==> src/rtl/uart_ctrl.sv <==
// Memory-mapped 8N1 UART: one status/data word, bus-driven TX, buffered RX.
// state | meaning: IDLE line idle / START start bit / DATA 8 data bits / STOP stop bit
module uart_ctrl #(
    parameter int clks_per_bit = 216
) (
    input  logic        clock,
    input  logic        reset,
    input  logic        uart_valid,
    input  logic        uart_instr,
    input  logic [31:0] uart_addr,
    input  logic [31:0] uart_wdata,
    input  logic [3:0]  uart_wstrb,
    output logic [31:0] uart_rdata,
    output logic        uart_ready,
    input  logic        uart_rx,
    output logic        uart_tx
);
    typedef enum logic [1:0] {IDLE, START, DATA, STOP} state_t;

    localparam logic [15:0] BIT_TC  = 16'(clks_per_bit);
    localparam logic [15:0] HALF_TC = 16'(clks_per_bit / 2);

    state_t      tx_state;
    logic [15:0] tx_cnt;
    logic [2:0]  tx_bit;
    logic [7:0]  tx_shift;
    logic        wr_pend;
    logic [7:0]  wr_byte;

    state_t      rx_state;
    logic [15:0] rx_cnt;
    logic [2:0]  rx_bit;
    logic [7:0]  rx_shift;
    logic [7:0]  rx_byte;
    logic        rx_valid;
    logic        overrun;
    logic        rx_s1;
    logic        rx_s2;

    logic        rd_req;
    logic        wr_req;
    logic        wr_go;
    logic        tx_busy;
    logic [7:0]  wr_sel;
    logic        unused_bits;

    assign rd_req  = uart_valid && (uart_wstrb == 4'b0000);
    assign wr_req  = uart_valid && (uart_wstrb != 4'b0000);
    assign tx_busy = (tx_state != IDLE);
    assign wr_go   = (tx_state == IDLE) && (wr_pend || wr_req);
    assign wr_sel  = wr_pend ? wr_byte : uart_wdata[7:0];
    assign unused_bits = ^{uart_instr, uart_addr, uart_wdata[31:8]};

    // Bus responder and TX FSM share acceptance of the write.
    always_ff @(posedge clock) begin
        if (reset) begin
            tx_state   <= IDLE;
            tx_cnt     <= 16'd0;
            tx_bit     <= 3'd0;
            tx_shift   <= 8'd0;
            wr_pend    <= 1'b0;
            wr_byte    <= 8'd0;
            uart_tx    <= 1'b1;
            uart_ready <= 1'b0;
            uart_rdata <= 32'd0;
        end else begin
            uart_ready <= 1'b0;
            uart_rdata <= 32'd0;
            if (rd_req) begin
                uart_ready <= 1'b1;
                uart_rdata <= {21'd0, overrun, tx_busy, rx_valid, rx_byte};
            end
            if (wr_req && !wr_go) begin
                wr_pend <= 1'b1;
                wr_byte <= uart_wdata[7:0];
            end
            case (tx_state)
                IDLE: begin
                    if (wr_go) begin
                        tx_state   <= START;
                        tx_cnt     <= BIT_TC;
                        tx_shift   <= wr_sel;
                        uart_tx    <= 1'b0;
                        uart_ready <= 1'b1;
                        wr_pend    <= 1'b0;
                    end
                end
                START: begin
                    if (tx_cnt == 16'd0) begin
                        tx_state <= DATA;
                        tx_cnt   <= BIT_TC;
                        tx_bit   <= 3'd0;
                        uart_tx  <= tx_shift[0];
                    end else begin
                        tx_cnt <= tx_cnt - 16'd1;
                    end
                end
                DATA: begin
                    if (tx_cnt == 16'd0) begin
                        tx_cnt <= BIT_TC;
                        if (tx_bit == 3'd7) begin
                            tx_state <= STOP;
                            uart_tx  <= 1'b1;
                        end else begin
                            tx_bit   <= tx_bit + 3'd1;
                            tx_shift <= {1'b0, tx_shift[7:1]};
                            uart_tx  <= tx_shift[1];
                        end
                    end else begin
                        tx_cnt <= tx_cnt - 16'd1;
                    end
                end
                default: begin
                    if (tx_cnt == 16'd0) begin
                        tx_state <= IDLE;
                    end else begin
                        tx_cnt <= tx_cnt - 16'd1;
                    end
                end
            endcase
        end
    end

    always_ff @(posedge clock) begin
        if (reset) begin
            rx_s1    <= 1'b1;
            rx_s2    <= 1'b1;
            rx_state <= IDLE;
            rx_cnt   <= 16'd0;
            rx_bit   <= 3'd0;
            rx_shift <= 8'd0;
            rx_byte  <= 8'd0;
            rx_valid <= 1'b0;
            overrun  <= 1'b0;
        end else begin
            rx_s1 <= uart_rx;
            rx_s2 <= rx_s1;
            if (rd_req) begin
                rx_valid <= 1'b0;
                overrun  <= 1'b0;
            end
            case (rx_state)
                IDLE: begin
                    if (!rx_s2) begin
                        rx_state <= START;
                        rx_cnt   <= HALF_TC;
                    end
                end
                START: begin
                    if (rx_cnt == 16'd0) begin
                        rx_state <= rx_s2 ? IDLE : DATA;
                        rx_cnt   <= BIT_TC;
                        rx_bit   <= 3'd0;
                    end else begin
                        rx_cnt <= rx_cnt - 16'd1;
                    end
                end
                DATA: begin
                    if (rx_cnt == 16'd0) begin
                        rx_shift <= {rx_s2, rx_shift[7:1]};
                        rx_cnt   <= BIT_TC;
                        rx_bit   <= rx_bit + 3'd1;
                        if (rx_bit == 3'd7) begin
                            rx_state <= STOP;
                        end
                    end else begin
                        rx_cnt <= rx_cnt - 16'd1;
                    end
                end
                default: begin
                    if (rx_cnt == 16'd0) begin
                        rx_state <= IDLE;
                        // A store in the same cycle as a read beats the read's clear.
                        if (rx_s2) begin
                            rx_byte  <= rx_shift;
                            rx_valid <= 1'b1;
                            if (rd_req) begin
                                overrun <= overrun;
                            end else if (rx_valid) begin
                                overrun <= 1'b1;
                            end
                        end
                    end else begin
                        rx_cnt <= rx_cnt - 16'd1;
                    end
                end
            endcase
        end
    end
endmodule

==> config.mk <==
export PLATFORM = sky130hd
export DESIGN_NAME = uart_ctrl
export DESIGN_NICKNAME = d
export VERILOG_FILES = /design/src/rtl/uart_ctrl.sv
export SDC_FILE = /design/constraint.sdc
export NUM_CORES = 1
export LEC_CHECK = 0
export ABC_CLOCK_PERIOD_IN_PS = 2750
export BUFFER_PORTS_ARGS = -buffer_cell sky130_fd_sc_hd__buf_2
export CAP_MARGIN = 40
export CORE_ASPECT_RATIO = 1.4
export CORE_MARGIN = 5
export CORE_UTILIZATION = 40
export CTS_CLUSTER_SIZE = 10
export DETAILED_ROUTE_END_ITERATION = 10
export SLEW_MARGIN = 20
export SYNTH_ARGS = -nofsm -noshare
export SYNTH_HDL_FRONTEND = slang
export SYNTH_SLANG_ARGS = --single-unit
==> constraint.sdc <==
create_clock -name clock -period 2.75 [get_ports clock]
set_clock_uncertainty 0.05 [all_clocks]
set_input_delay 0.275 -clock clock [delete_from_list [all_inputs] [get_ports clock]]
set_output_delay 0.275 -clock clock [all_outputs]
set_load 0.03 [all_outputs]
**Word level (Yosys, flattened, before mapping)**

Cells that the tools add are included.

- Flip-flop bits (word level): 113
- Output and inout port bits: 34

- Add/subtract/negate cells: 4
- Eq/ne operators: 18
- Multiplexer cells: 54
- Reduce and logical (&&, ||, !) cells: 33
- Bitwise operators: 2

Operators by type and width:

| kind | count |
|---|---|
| $mux 16 | 6 |
| $pmux 16 s2 | 2 |
| $logic_not 16->1 | 2 |
| $mux 8 | 4 |
| $sub 16x1->16 const B | 2 |
| $mux 2 | 11 |
| $mux 1 | 20 |
| $ne 2x2->1 const B | 9 |
| $pmux 8 s2 | 1 |
| $mux 3 | 5 |
| $pmux 2 s3 | 2 |
| $pmux 3 s2 | 2 |
| $reduce_and 4->1 | 3 |
| $reduce_bool 2->1 | 6 |
| $reduce_and 5->1 | 2 |
| $add 3x1->3 const B | 2 |
| $eq 3x3->1 const B | 2 |
| $reduce_and 2->1 | 3 |
| $reduce_and 3->1 | 2 |
| $reduce_or 2->1 | 3 |
| $eq 2x1->1 const B | 2 |
| $eq 2x2->1 const B | 2 |
| $logic_and 1x1->1 | 4 |
| $logic_not 2->1 | 2 |
| 11 further kinds | 12 |

**Logic depth before layout (Yosys ltp)**

- Word-level depth: 9
- Mapped depth: 9
- Depth with buffers taken out: 7

**Worst setup path after synthesis**

Ideal clock, no wire load.

- Kind: reg2reg
- Start point: register rx_cnt[0]
- End point: register rx_state[0]
- Cell stages (with the launch flop): 8
- Clock period less this slack: 2.369 ns
- Data required time: 2.630 ns
- Slack: 0.381 ns
- Data arrival time: 2.248 ns
- Buffers on the path: 0
- Path through: dfxtp_1 inv_1 ha_1 or4b_4 nor4_4 a21boi_1 or4_1 a21oi_1

- Longest elaborated chain between the ends: 3

RTL lines:

| element | RTL line | source |
|---|---|---|
| from (decl) | 31 | `logic [15:0] rx_cnt;` |
| from (signal assigned) | 155 | `rx_cnt <= rx_cnt - 16'd1;` |
| from (signal assigned) | 167 | `rx_cnt <= rx_cnt - 16'd1;` |
| from (signal assigned) | 184 | `rx_cnt <= rx_cnt - 16'd1;` |
| $logic_not 16->1 (*) | 150, 159, 171 |  |
| $ne 2x2->1 (no line) / $reduce_bool 2->1 (equally long branches) | n/a |  |
| $reduce_and 5->1 (no line) (*) | n/a |  |
| to (signal assigned) | 151 | `rx_state <= rx_s2 ? IDLE : DATA;` |
| to (decl) | 30 | `state_t rx_state;` |

Every way passes the cells marked *; elsewhere a longest branch is shown, timed or not.
A chain may end at the register's enable or synchronous reset.

**Worst setup path in the final report**

- Start point: register rx_cnt[0]
- End point: register rx_cnt[9]

- Longest elaborated chain between the ends: 3

RTL lines:

| element | RTL line | source |
|---|---|---|
| $sub 16x1->16 / $logic_not 16->1 (equally long branches) | n/a |  |
| $mux 16 (tied with other cells) | 171 | `if (rx_cnt == 16'd0) begin` |
| $pmux 16 s2 / $reduce_and 2->1 (equally long branches) | n/a |  |

Several ways; a longest one is shown, not always the timed one. The select of a mux whose other input is x is not followed.

==> out/results.ini <==
[grt]
grt_usage_pct=15.4
grt.overflow.total=0
grt_first_pass_wirelength_um=17400
grt_max_degree=37
antenna_found_initial=0
grt_pass1_vias=3822

[route]
drt_iter0_drc=184
wl_per_cell_um=14.1
drc_errors=0
wl_um=10200
vias=3950
drtAntennaViolNets=0
dr.pass1.iters=5
viasPerCell=5.48

[yosys]
synth_cells=545
yosys_warnings=0
ys_types=60
postSynth.asyncResetShare_pct=0
synth.top_cell.area_share_pct=40.4
synthFlopType=dfxtp_1
seq_area_frac_synth_pct=40.4
yosys-top-cells-area=dfxtp_1 (40%), a21oi_1 (6.6%), nand2_1 (5.2%)
yosysTopAreaCell=dfxtp_1
syn_avg_cell_area_um2=8.36
synth_seq_cells=92
synth_edf_count=0
syn-cell-area_um2=4560

[cts]
clock_sinks=92
cts.repair.resized=0
holdBufCountCts=0
cts.clk_slew.worst_paths_ps=70
cts_tree=built
clock_path_buffers=2
cts_buffers=9
htree_levels=3
post-cts-setup-buffer-count=0
cts-root-buf=clkbuf_16
clk_latency_ps=340

[floorplan]
die_h_um=136
die_x_um=100
row_count=46
die-area_um2=13700
ios=107
start_util_pct=40.4
core-area_um2=11300

[min_path]
hold_path_depth=2
whs_endpoint=rx_s1
min_from=uart_rx
hp-class=primary input to flop

[critical_path]
path_class=flop to flop
r2r_slack_ps=170
cp-end-kind=flop
rr_worst_depth=7
worstPathRequired_ps=2920
start_kind=flop
crit_path_max_fanout=8
reg2reg_to=rx_cnt[9]
cp.arrival_ps=2750
r2r-start=rx_cnt[0]

[placed_design]
portBuffers=28
place.detailed.hpwl_um=7280
gp_congestion=0.920

[final_layout]
fill_cells=1126
drive_gt1_share_pct=12.8
area_growth_pct=11.8
diodes=0
nNetsFinal=660

[timing]
clock.fmax_mhz=387
report.final.hold_viol_count=0
max_slew_margin_pct=57.3
min_period_ps=2580
rsz0062_at_grt=no
period_share_pct=93.9
drv_slew=0
fin_setup_tns_ps=0
setup_viol=0
worstMarginPinSlew_ps=636

[pwr]
power_density_nw_per_um2=1130
intPower_mw=3.33
power_mw=5.78
combPwrFrac_pct=47.0
switchingPower_mw=2.45
p_seq_share_pct=32.5
p_leak_nw=1.97
p_sw_share_pct=42.4
vdd.ir_drop.worst_mv=0.381
power.share.clock_pct=20.5

[flow_run]
maxCapViolCount=0

[status]
status=finished, final reports clean

==> layer usage <==
metal / vias up / share of wire [%] / global-route usage (%)
met3: 24 / 3.7 / 2.87
met2: 86 / 52 / 26.6
met5: - / 0 / 0
li1: 1978 / - / -
met1: 1862 / 42 / 18.3
met4: 0 / 2.6 / 7.04
==> sequential cells by signal (all words and copies together) (netlist names), 2 cells and up <==
| name | flops |
|---|---|
| tx_shift | 8 |
| uart_rdata | 11 |
| wr_byte | 8 |
| rx_cnt | 16 |
| rx_state | 2 |
| tx_state | 2 |
| rx_byte | 8 |
| rx_shift | 8 |
| tx_cnt | 16 |
| rx_bit | 3 |
| tx_bit | 3 |
==> metrics by stage <==
step	cell area (um2)	instances	utilization, %	setup slack (ps)	hold slack [ps]
6_report	5100	721	45.2	169	61.7
3_3_place_gp	4810	705	42.6	156	343
3_5_place_dp	4810	705	42.6	122	346
5_1_grt	5100	721	45.2	61.2	58.1
2_1_floorplan	4630	565	-	381	329
4_1_cts	5090	721	45.1	89.7	52.6
==> how the worst max path moves through the flow <==
| stage | to | slack, ps | cells past startpoint | start |
|---|---|---|---|---|
| after floorplan | rx_state[0] | 380 | 7 | rx_cnt[0] |
| after global placement | rx_cnt[8] | 160 | 7 | rx_cnt[0] |
| after detailed placement | rx_cnt[9] | 120 | 7 | rx_cnt[0] |
| after CTS | rx_cnt[9] | 90 | 7 | rx_cnt[0] |
| after global routing | rx_cnt[9] | 60 | 7 | rx_cnt[1] |
| final | rx_cnt[9] | 170 | 7 | rx_cnt[0] |
==> cell families (layout without fill, tap and decap cells) <==
group	after synthesis	in the layout	share of synthesized area [%]
other	1	21	0.0823
DFF	92	92	40.4
muxes	13	13	2.85
and+or+nand+nor	217	217	24.3
AOI/OAI and AO/OA	134	134	18.7
xor gates and xnor gates	15	15	2.88
buffers and inverters	58	70	6.59
adders and majority gates	15	15	4.12
==> power by group through the flow <==
stage               logic (mW)  registers, mW  clock network [mW]
finish                    2.72           1.88                1.18
floorplan                 2.09           1.84                   0
detailed placement        2.69           1.90                   0
global route              3.04           1.92                1.27
CTS                       2.71           1.87                1.22
global placement          2.66           1.89                   0
==> final cells by class <==
type                    instances  area, um2  share of cell area [%]
clock buffers                   9        225                    4.42
clock inverters                 7       56.3                    1.10
inverters                      12       45.0                   0.884
multi-input cells             415       2500                    49.1
flip-flops and latches         92       1840                    36.1
well taps                     144        180                    3.53
repair buffers                 42        245                    4.81
==> synth_stat cells (all sizes together), types with 10 or more instances <==
cell type,instances
a21oi,60
and2,14
buf,25
clkbuf,21
dfxtp,92
ha,15
inv,11
mux2i,13
nand2,63
nand3,13
nand4,11
nor2,48
nor3,15
o211ai,10
o21ai,21
xor2,10
==> critical path: stages, from the launching register on <==
cell and delay [ps]:
dfxtp_1 350, inv_1 90, ha_1 230, or4b_4 540, or4_1 600, a21o_1 270, o21ai_4 260, nor2_1 80
==> layout by cell type (no fill, tap or decap), drive strengths merged, types with 11 or more instances in the layout <==
master  count
a21oi      60
and2       14
buf        42
conb       21
dfxtp      92
ha         15
inv        16
mux2i      13
nand2      63
nand3      13
nand4      11
nor2       48
nor3       15
o21ai      21
(Power assumes the default switching activity.)
